`config.mk`:
```
export PLATFORM = sky130hd
export DESIGN_NAME = mem_arbiter_flat
export DESIGN_NICKNAME = d
export VERILOG_FILES = /design/src/rtl/mem_arbiter_pkg.sv /design/src/rtl/mem_arbiter_if.sv /design/src/rtl/mem_arb_pick.sv /design/src/rtl/mem_arbiter.sv /design/src/flat_wrapper.sv
export SDC_FILE = /design/constraint.sdc
export NUM_CORES = 1
export LEC_CHECK = 0
export CORE_ASPECT_RATIO = 1.2
export CORE_MARGIN = 2
export CORE_UTILIZATION = 35
export CTS_BUF_LIST = sky130_fd_sc_hd__clkbuf_16
export DETAILED_ROUTE_END_ITERATION = 10
export GPL_ROUTABILITY_DRIVEN = 1
export MAX_ROUTING_LAYER = met4
export PLACE_DENSITY = 0.9
export SYNTH_ARGS = -nofsm -noshare
export SYNTH_HDL_FRONTEND = slang
export SYNTH_SLANG_ARGS = --single-unit
```
`constraint.sdc`:
```
create_clock -name i_clk -period 2.02 [get_ports i_clk]
set_input_delay 0.606 -clock i_clk [delete_from_list [all_inputs] [get_ports i_clk]]
set_output_delay 0.606 -clock i_clk [all_outputs]
set_load 0.03 [all_outputs]
```
`src/rtl/mem_arbiter_pkg.sv`:
```
// Shared definitions for the memory arbiter: FSM state encoding, grant codes,
// bus widths and the wait-counter limits.
package mem_arbiter_pkg;

  localparam int ADDR_W  = 16;
  localparam int DATA_W  = 16;
  localparam int STATE_W = 2;
  localparam int GRANT_W = 2;
  localparam int CNT_W   = 4;

  // Largest number of extra SRAM cycles the wait counter can hold.
  localparam int unsigned WAIT_MAX = 15;

  // FSM state encoding. Kept as plain constants so older code can compare
  // against raw values.
  localparam logic [STATE_W-1:0] ST_IDLE   = 2'd0;
  localparam logic [STATE_W-1:0] ST_ACCESS = 2'd1;
  localparam logic [STATE_W-1:0] ST_DONE   = 2'd2;

  // Owner codes, as seen on the grant output.
  localparam logic [GRANT_W-1:0] GNT_NONE = 2'd0;
  localparam logic [GRANT_W-1:0] GNT_BOOT = 2'd1;
  localparam logic [GRANT_W-1:0] GNT_JTAG = 2'd2;
  localparam logic [GRANT_W-1:0] GNT_CORE = 2'd3;

  typedef logic [GRANT_W-1:0] grant_t;
  typedef logic [STATE_W-1:0] state_t;

  // Wait counter load value. Out-of-range settings saturate at WAIT_MAX so a
  // bad parameter cannot wrap into a short access.
  function automatic logic [CNT_W-1:0] clampWait(input int unsigned cycles);
    if (cycles > WAIT_MAX) begin
      return CNT_W'(WAIT_MAX);
    end
    return CNT_W'(cycles);
  endfunction

endpackage

```
`src/rtl/mem_arbiter_if.sv`:
```
// Bundle of requester handshakes, uP status and SRAM bus for the memory
// arbiter.
//
// Handshake: a requester raises its req together with addr/wr/data and holds
// them until it sees its ack. The arbiter samples the request only in IDLE;
// once granted, the request and its payload are latched, so later changes
// (including dropping req) do not affect the transfer. Ack is a single-cycle
// pulse marking completion; read data is on rdData from that cycle on.
interface mem_arbiter_if;
  import mem_arbiter_pkg::*;

  // Requesters
  logic              i_bootReq;
  logic              i_jtagReq;
  logic              i_coreReq;
  logic [ADDR_W-1:0] i_bootAddr;
  logic [ADDR_W-1:0] i_jtagAddr;
  logic [ADDR_W-1:0] i_coreAddr;
  logic              i_jtagWr;
  logic              i_coreWr;
  logic [DATA_W-1:0] i_bootData;
  logic [DATA_W-1:0] i_jtagData;
  logic [DATA_W-1:0] i_coreData;
  logic              o_bootAck;
  logic              o_jtagAck;
  logic              o_coreAck;
  logic [DATA_W-1:0] o_rdData;

  // uP status
  logic              i_smIsBooted;
  logic              i_smIsPaused;

  // SRAM bus
  logic [ADDR_W-1:0] o_memAddr;
  logic              o_memWr;
  logic              o_memEn;
  logic [DATA_W-1:0] o_memDataOut;
  logic              o_memDataOe;
  logic [DATA_W-1:0] i_memDataIn;

  // Current owner
  logic [GRANT_W-1:0] o_grant;

  // Arbiter side
  modport slave (
    input  i_bootReq, i_jtagReq, i_coreReq,
    input  i_bootAddr, i_jtagAddr, i_coreAddr,
    input  i_jtagWr, i_coreWr,
    input  i_bootData, i_jtagData, i_coreData,
    input  i_smIsBooted, i_smIsPaused,
    input  i_memDataIn,
    output o_bootAck, o_jtagAck, o_coreAck, o_rdData,
    output o_memAddr, o_memWr, o_memEn, o_memDataOut, o_memDataOe,
    output o_grant
  );

  // Requester / memory side
  modport master (
    output i_bootReq, i_jtagReq, i_coreReq,
    output i_bootAddr, i_jtagAddr, i_coreAddr,
    output i_jtagWr, i_coreWr,
    output i_bootData, i_jtagData, i_coreData,
    output i_smIsBooted, i_smIsPaused,
    output i_memDataIn,
    input  o_bootAck, o_jtagAck, o_coreAck, o_rdData,
    input  o_memAddr, o_memWr, o_memEn, o_memDataOut, o_memDataOe,
    input  o_grant
  );

endinterface

```
`src/rtl/mem_arb_pick.sv`:
```
// Combinational eligibility filter and fixed-priority selection.
// Boot may only use memory before the uP has booted; JTAG before boot or while
// the uP is paused; the core only while it is booted and running.
// Priority among eligible requesters is boot > jtag > core.
module mem_arb_pick
  import mem_arbiter_pkg::*;
(
  input  logic   i_bootReq,
  input  logic   i_jtagReq,
  input  logic   i_coreReq,
  input  logic   i_smIsBooted,
  input  logic   i_smIsPaused,
  output grant_t o_grant
);

  logic bootElig;
  logic jtagElig;
  logic coreElig;

  // Mask requests by uP state, then pick the highest-priority survivor.
  always_comb begin
    bootElig = i_bootReq && !i_smIsBooted;
    jtagElig = i_jtagReq && (!i_smIsBooted || i_smIsPaused);
    coreElig = i_coreReq && i_smIsBooted && !i_smIsPaused;
    o_grant  = GNT_NONE;
    if (bootElig) begin
      o_grant = GNT_BOOT;
    end else if (jtagElig) begin
      o_grant = GNT_JTAG;
    end else if (coreElig) begin
      o_grant = GNT_CORE;
    end
  end

endmodule

```
`src/rtl/mem_arbiter.sv`:
```
// Three-way SRAM arbiter for boot loader, JTAG and CPU core.
// One transfer at a time: IDLE picks a winner and latches its request,
// ACCESS drives the SRAM for WAIT_CYCLES+1 cycles, DONE pulses the owner's ack
// with the bus idle. Back-to-back transfers therefore repeat every
// WAIT_CYCLES+3 cycles. o_dbgState exposes the FSM state for observation.
module mem_arbiter
  import mem_arbiter_pkg::*;
#(
  parameter int unsigned WAIT_CYCLES = 1  // extra SRAM cycles, 0..15
) (
  input  logic          i_clk,
  input  logic          i_rstn,
  mem_arbiter_if.slave  bus,
  output state_t        o_dbgState
);

  localparam logic [CNT_W-1:0] WAIT_LOAD = clampWait(WAIT_CYCLES);

  state_t            state;
  logic [CNT_W-1:0]  waitCnt;
  grant_t            grant;
  grant_t            pickGrant;
  logic [ADDR_W-1:0] addrQ;
  logic [DATA_W-1:0] dataQ;
  logic              wrQ;
  logic [DATA_W-1:0] rdDataQ;

  logic [ADDR_W-1:0] selAddr;
  logic [DATA_W-1:0] selData;
  logic              selWr;
  logic              inAccess;
  logic              inDone;
  logic              lastAccess;

  mem_arb_pick u_pick (
    .i_bootReq    (bus.i_bootReq),
    .i_jtagReq    (bus.i_jtagReq),
    .i_coreReq    (bus.i_coreReq),
    .i_smIsBooted (bus.i_smIsBooted),
    .i_smIsPaused (bus.i_smIsPaused),
    .o_grant      (pickGrant)
  );

  // Route the winning requester's address, direction and data to the latch.
  // Boot is write-only, so its direction is fixed.
  always_comb begin
    selAddr = '0;
    selData = '0;
    selWr   = 1'b0;
    case (pickGrant)
      GNT_BOOT: begin
        selAddr = bus.i_bootAddr;
        selData = bus.i_bootData;
        selWr   = 1'b1;
      end
      GNT_JTAG: begin
        selAddr = bus.i_jtagAddr;
        selData = bus.i_jtagData;
        selWr   = bus.i_jtagWr;
      end
      GNT_CORE: begin
        selAddr = bus.i_coreAddr;
        selData = bus.i_coreData;
        selWr   = bus.i_coreWr;
      end
      default: begin
        selAddr = '0;
        selData = '0;
        selWr   = 1'b0;
      end
    endcase
  end

  // Transfer sequencing: arbitrate only in IDLE, count down ACCESS, release
  // ownership when leaving DONE. Requests arriving during DONE wait for IDLE.
  always_ff @(posedge i_clk) begin
    if (!i_rstn) begin
      state   <= ST_IDLE;
      waitCnt <= '0;
      grant   <= GNT_NONE;
      addrQ   <= '0;
      dataQ   <= '0;
      wrQ     <= 1'b0;
    end else begin
      case (state)
        ST_IDLE: begin
          if (pickGrant != GNT_NONE) begin
            state   <= ST_ACCESS;
            grant   <= pickGrant;
            addrQ   <= selAddr;
            dataQ   <= selData;
            wrQ     <= selWr;
            waitCnt <= WAIT_LOAD;
          end
        end
        ST_ACCESS: begin
          if (waitCnt == '0) begin
            state <= ST_DONE;
          end else begin
            waitCnt <= waitCnt - 1'b1;
          end
        end
        ST_DONE: begin
          state <= ST_IDLE;
          grant <= GNT_NONE;
        end
        default: begin
          state <= ST_IDLE;
          grant <= GNT_NONE;
        end
      endcase
    end
  end

  assign inAccess   = (state == ST_ACCESS);
  assign inDone     = (state == ST_DONE);
  assign lastAccess = inAccess && (waitCnt == '0);

  // Capture SRAM read data on the last ACCESS edge; writes leave it alone.
  always_ff @(posedge i_clk) begin
    if (!i_rstn) begin
      rdDataQ <= '0;
    end else if (lastAccess && !wrQ) begin
      rdDataQ <= bus.i_memDataIn;
    end
  end

  // Bus and ack outputs decoded from state; write strobes only in ACCESS.
  always_comb begin
    bus.o_memEn      = inAccess;
    bus.o_memWr      = inAccess && wrQ;
    bus.o_memDataOe  = inAccess && wrQ;
    bus.o_memAddr    = addrQ;
    bus.o_memDataOut = dataQ;
    bus.o_bootAck    = inDone && (grant == GNT_BOOT);
    bus.o_jtagAck    = inDone && (grant == GNT_JTAG);
    bus.o_coreAck    = inDone && (grant == GNT_CORE);
    bus.o_rdData     = rdDataQ;
    bus.o_grant      = grant;
    o_dbgState       = state;
  end

endmodule
```
`src/flat_wrapper.sv`:
```
// flat-port wrapper written by rule: the top's interface ports become plain ports
module mem_arbiter_flat import mem_arbiter_pkg::*;
#(
  parameter int unsigned WAIT_CYCLES = 1                             
)
  (i_clk, i_rstn, o_dbgState, bus_i_bootReq, bus_i_jtagReq, bus_i_coreReq, bus_i_bootAddr, bus_i_jtagAddr, bus_i_coreAddr, bus_i_jtagWr, bus_i_coreWr, bus_i_bootData, bus_i_jtagData, bus_i_coreData, bus_i_smIsBooted, bus_i_smIsPaused, bus_i_memDataIn, bus_o_bootAck, bus_o_jtagAck, bus_o_coreAck, bus_o_rdData, bus_o_memAddr, bus_o_memWr, bus_o_memEn, bus_o_memDataOut, bus_o_memDataOe, bus_o_grant);
  mem_arbiter_if bus_i ();
  input  logic i_clk;
  input  logic i_rstn;
  output state_t o_dbgState;
  input wire logic [$bits(bus_i.i_bootReq)-1:0] bus_i_bootReq;
  input wire logic [$bits(bus_i.i_jtagReq)-1:0] bus_i_jtagReq;
  input wire logic [$bits(bus_i.i_coreReq)-1:0] bus_i_coreReq;
  input wire logic [$bits(bus_i.i_bootAddr)-1:0] bus_i_bootAddr;
  input wire logic [$bits(bus_i.i_jtagAddr)-1:0] bus_i_jtagAddr;
  input wire logic [$bits(bus_i.i_coreAddr)-1:0] bus_i_coreAddr;
  input wire logic [$bits(bus_i.i_jtagWr)-1:0] bus_i_jtagWr;
  input wire logic [$bits(bus_i.i_coreWr)-1:0] bus_i_coreWr;
  input wire logic [$bits(bus_i.i_bootData)-1:0] bus_i_bootData;
  input wire logic [$bits(bus_i.i_jtagData)-1:0] bus_i_jtagData;
  input wire logic [$bits(bus_i.i_coreData)-1:0] bus_i_coreData;
  input wire logic [$bits(bus_i.i_smIsBooted)-1:0] bus_i_smIsBooted;
  input wire logic [$bits(bus_i.i_smIsPaused)-1:0] bus_i_smIsPaused;
  input wire logic [$bits(bus_i.i_memDataIn)-1:0] bus_i_memDataIn;
  output wire logic [$bits(bus_i.o_bootAck)-1:0] bus_o_bootAck;
  output wire logic [$bits(bus_i.o_jtagAck)-1:0] bus_o_jtagAck;
  output wire logic [$bits(bus_i.o_coreAck)-1:0] bus_o_coreAck;
  output wire logic [$bits(bus_i.o_rdData)-1:0] bus_o_rdData;
  output wire logic [$bits(bus_i.o_memAddr)-1:0] bus_o_memAddr;
  output wire logic [$bits(bus_i.o_memWr)-1:0] bus_o_memWr;
  output wire logic [$bits(bus_i.o_memEn)-1:0] bus_o_memEn;
  output wire logic [$bits(bus_i.o_memDataOut)-1:0] bus_o_memDataOut;
  output wire logic [$bits(bus_i.o_memDataOe)-1:0] bus_o_memDataOe;
  output wire logic [$bits(bus_i.o_grant)-1:0] bus_o_grant;
  assign bus_i.i_bootReq = bus_i_bootReq;
  assign bus_i.i_jtagReq = bus_i_jtagReq;
  assign bus_i.i_coreReq = bus_i_coreReq;
  assign bus_i.i_bootAddr = bus_i_bootAddr;
  assign bus_i.i_jtagAddr = bus_i_jtagAddr;
  assign bus_i.i_coreAddr = bus_i_coreAddr;
  assign bus_i.i_jtagWr = bus_i_jtagWr;
  assign bus_i.i_coreWr = bus_i_coreWr;
  assign bus_i.i_bootData = bus_i_bootData;
  assign bus_i.i_jtagData = bus_i_jtagData;
  assign bus_i.i_coreData = bus_i_coreData;
  assign bus_i.i_smIsBooted = bus_i_smIsBooted;
  assign bus_i.i_smIsPaused = bus_i_smIsPaused;
  assign bus_i.i_memDataIn = bus_i_memDataIn;
  assign bus_o_bootAck = bus_i.o_bootAck;
  assign bus_o_jtagAck = bus_i.o_jtagAck;
  assign bus_o_coreAck = bus_i.o_coreAck;
  assign bus_o_rdData = bus_i.o_rdData;
  assign bus_o_memAddr = bus_i.o_memAddr;
  assign bus_o_memWr = bus_i.o_memWr;
  assign bus_o_memEn = bus_i.o_memEn;
  assign bus_o_memDataOut = bus_i.o_memDataOut;
  assign bus_o_memDataOe = bus_i.o_memDataOe;
  assign bus_o_grant = bus_i.o_grant;
  mem_arbiter #(.WAIT_CYCLES(WAIT_CYCLES)) u_core (.i_clk(i_clk), .i_rstn(i_rstn), .bus(bus_i), .o_dbgState(o_dbgState));
endmodule
```
==> out/results.txt <==
Status -> completed
Synth cell types -> 37
Worst Setup End Kind -> primary output
Slew headroom -> 73.13%
Die width -> 81.13 µm
Area grow syn2layout -> 94.44%
Detailed-route DRC error count -> 0
Design Power -> 3.956 mW
Crit path buffers/inverters -> 1
Largest stage delay on the critical path -> 0.69 ns
Final Hold Viols -> 0
DR pass1 iterations -> 6
Critical Path Start Type -> flop
Clock-pin slew on the worst setup and hold paths -> 0.05 ns
Syn. warnings -> 0
Gr ovfl total -> 0
Worst Skew -> 0.008339 ns
Clk sink count -> 57
CP Max Fanout -> 2
Die area -> 0.007834 mm²
Worst-Skew Late Latency -> 0.31 ns
Worst Hold Class -> reg -> reg
Detailed Place HPWL -> 6.736 mm
Most frequent cell after synthesis -> dfxtp_1
Starting Density -> 36.24%
Antenna diodes -> 0
Vias in the first global route -> 2979
Max-Cap Viols -> 0
Fin util -> 70.46%
Worst-path cell chain -> clkdlybuf4s50_1
Xor/xnor share of the synthesized area -> 0%
Yosys reg bits -> 57
Worst path slowest cell -> clkdlybuf4s50_1
Fin crit period -> 1.958 ns
CTS H-Tree Depth -> 3
Crit Path Category -> reg -> out
Final nets -> 596
CORE AREA -> 0.006895 mm²
Peak supply drop -> 773.4 µV
Top cells by area, synth -> dfxtp_1, a222oi_1, o21ai_0, a21oi_1, nand3_1
Most area-hungry cell type in the Yosys netlist -> dfxtp_1
Worst slew pin tran -> 0.3994 ns
Aggregate negative setup slack -> 0 ns
Port Buffer Count -> 178
Mux cell area share after synthesis -> 0.8012%
Top Family by Delay on Critical Path -> buffers and inverters
Lkg Pwr -> 1.887 nW
I/O pins -> 179
DR WL/cell -> 16.18 µm
Routed vias -> 3062
Routed vias/inst -> 5.419
Synth top cells by count -> dfxtp_1, o21ai_0, a21oi_1, a222oi_1, nand2_1
Worst r2r src -> u_core.waitCnt[1]
FF-to-FF setup slack -> 0.35 ns
WHS Endpoint -> u_core.bus.o_rdData[12]
Compound-gate portion of the synthesized area -> 33.55%
Worst R2R Path Depth -> 7
Primary FF master, synth -> dfxtp_1
F_max -> 510.8 MHz
Worst Hold Path Cells -> 2
Synthesized area per cell -> 8.706 µm²
Final worst-path cycle share -> 96.91%
Adder-cell share of the synthesized area -> 0.5008%
Asr flop ratio synth -> 0%
FP Rows -> 33
Syn Inst Count -> 287
Detailed Route Iter0 Violations -> 274
Syn_nets -> 409
Antenna Nets Post-Route -> 0
Filler Cells Inserted -> 536
Critical Path RT -> 1.41 ns
Clock root cell -> clkbuf_16
GR Util All Layers -> 22.78%
Worst Path Arrival -> 1.35 ns
CTS tree -> done
Final Max Slew Viols -> 0
Share of cells above drive strength 1 -> 11.72%
Seq/Total Area, Yosys -> 45.67%
Post-synthesis simple-gate area fraction -> 12.97%
Largest family of logic cells by synthesized area -> compound AO/OA/AOI/OAI gates
Post-Route WL -> 9.141 mm
Yosys top cell area share -> 45.67%
FF/Latch Area -> 0.001144 mm²
Synthesized area -> 0.002499 mm²
Largest net degree at the start of global routing -> 35
Area of the multi-input gates -> 0.001206 mm²
Die height -> 96.56 µm
EDFF count, synth -> 0
GP Congestion -> 0.7777
Worst hold start -> u_core.bus.o_rdData[12]
Clock buffer depth -> 2
Cts bufs inserted -> 9
RR Endpoint -> u_core.bus.o_rdData[10]
CTS Hold Buffers Added -> 0
Power density cells -> 814.3 mW/mm²
First-pass GRT wire length -> 13.39 mm
Initial antenna violation count -> 0
Final setup fails -> 0
## state kept, by name, indices dropped and copies added (netlist names)
name	count
u_core.bus.o_memDataOut	16
u_core.wrQ	1
u_core.bus.o_memAddr	16
u_core.bus.o_rdData	16
u_core.waitCnt	4
u_core.bus.o_grant	2
u_core.o_dbgState	2
## per-layer routing
layer,part of all wire [%],GRT usage [%]
met1,37,22.74
met2,54,43.04
met3,7.1,5.669
met4,1.9,7.345
met5,0,-
## report_power, final
part           switching [mW]  total [mW]  internal [mW]
Sequential             0.0795        1.35           1.27
Combinational           0.661        1.35          0.685
Clock                   0.463        1.26          0.800
## final cells by class
| cell class | count | share of cell area (%) |
|---|---|---|
| Timing Repair Buffer | 206 | 43.63 |
| Multi-Input combinational cell | 193 | 24.83 |
| Sequential cell | 57 | 23.54 |
| Clock buffer | 9 | 4.636 |
| Tap cell | 87 | 2.241 |
| Clock inverter | 6 | 0.5923 |
| Inverter | 7 | 0.5408 |
## worst max-delay path by stage
stage | to | slack [ns] | depth (start not counted) | start
6_report | bus_o_memAddr[7] | 0.06 | 1 | u_core.bus.o_memAddr[7]
5_1_grt | bus_o_bootAck | -0.002 | 6 | u_core.o_dbgState[1]
4_1_cts | bus_o_grant[1] | 0.03 | 1 | u_core.bus.o_grant[1]
3_5_place_dp | u_core.bus.o_memAddr[8] | -0.34 | 7 | bus_i_smIsPaused
3_3_place_gp | u_core.bus.o_memDataOut[10] | -0.25 | 6 | bus_i_smIsBooted
2_1_floorplan | bus_o_memWr | 0.03 | 4 | u_core.o_dbgState[0]
## logic make-up (layout without fill, tap and decap cells)
| group | count (synthesis) | count (layout) |
|---|---|---|
| AOI/OAI and AO/OA | 125 | 125 |
| and+or+nand+nor | 65 | 65 |
| DFF | 57 | 57 |
| buffers and inverters | 37 | 228 |
| muxes | 2 | 2 |
| adders and majority gates | 1 | 1 |
## what timing repair did
item,in CTS,in global routing
endpoints found under the setup margin,4,7
gates resized for setup,7,6
gates cloned,1,1
pin swaps,1,2
buffers inserted,1,0
## placed cells by master (no fill, tap or decap), drive strengths merged, types with 9 or more instances in the layout
cell / count
a21oi: 34
inv: 9
clkbuf: 10
nand2: 20
dfxtp: 57
nand3: 16
buf: 32
clkdlybuf4s50: 162
a222oi: 32
o21ai: 49
nor2: 11
## metrics by stage
step	hold WS, ns	setup slack (ns)	std cells	area [µm²]
after CTS	0.4597	0.02510	564	4820
final	0.4567	0.06235	565	4858
after floorplan	0.4512	0.03001	287	2502
after detailed placement	0.4503	-0.3368	547	4529
after global placement	0.4412	-0.2541	547	4529
after global routing	0.4671	-0.002205	565	4858
Power figures use the tool's default switching activity.
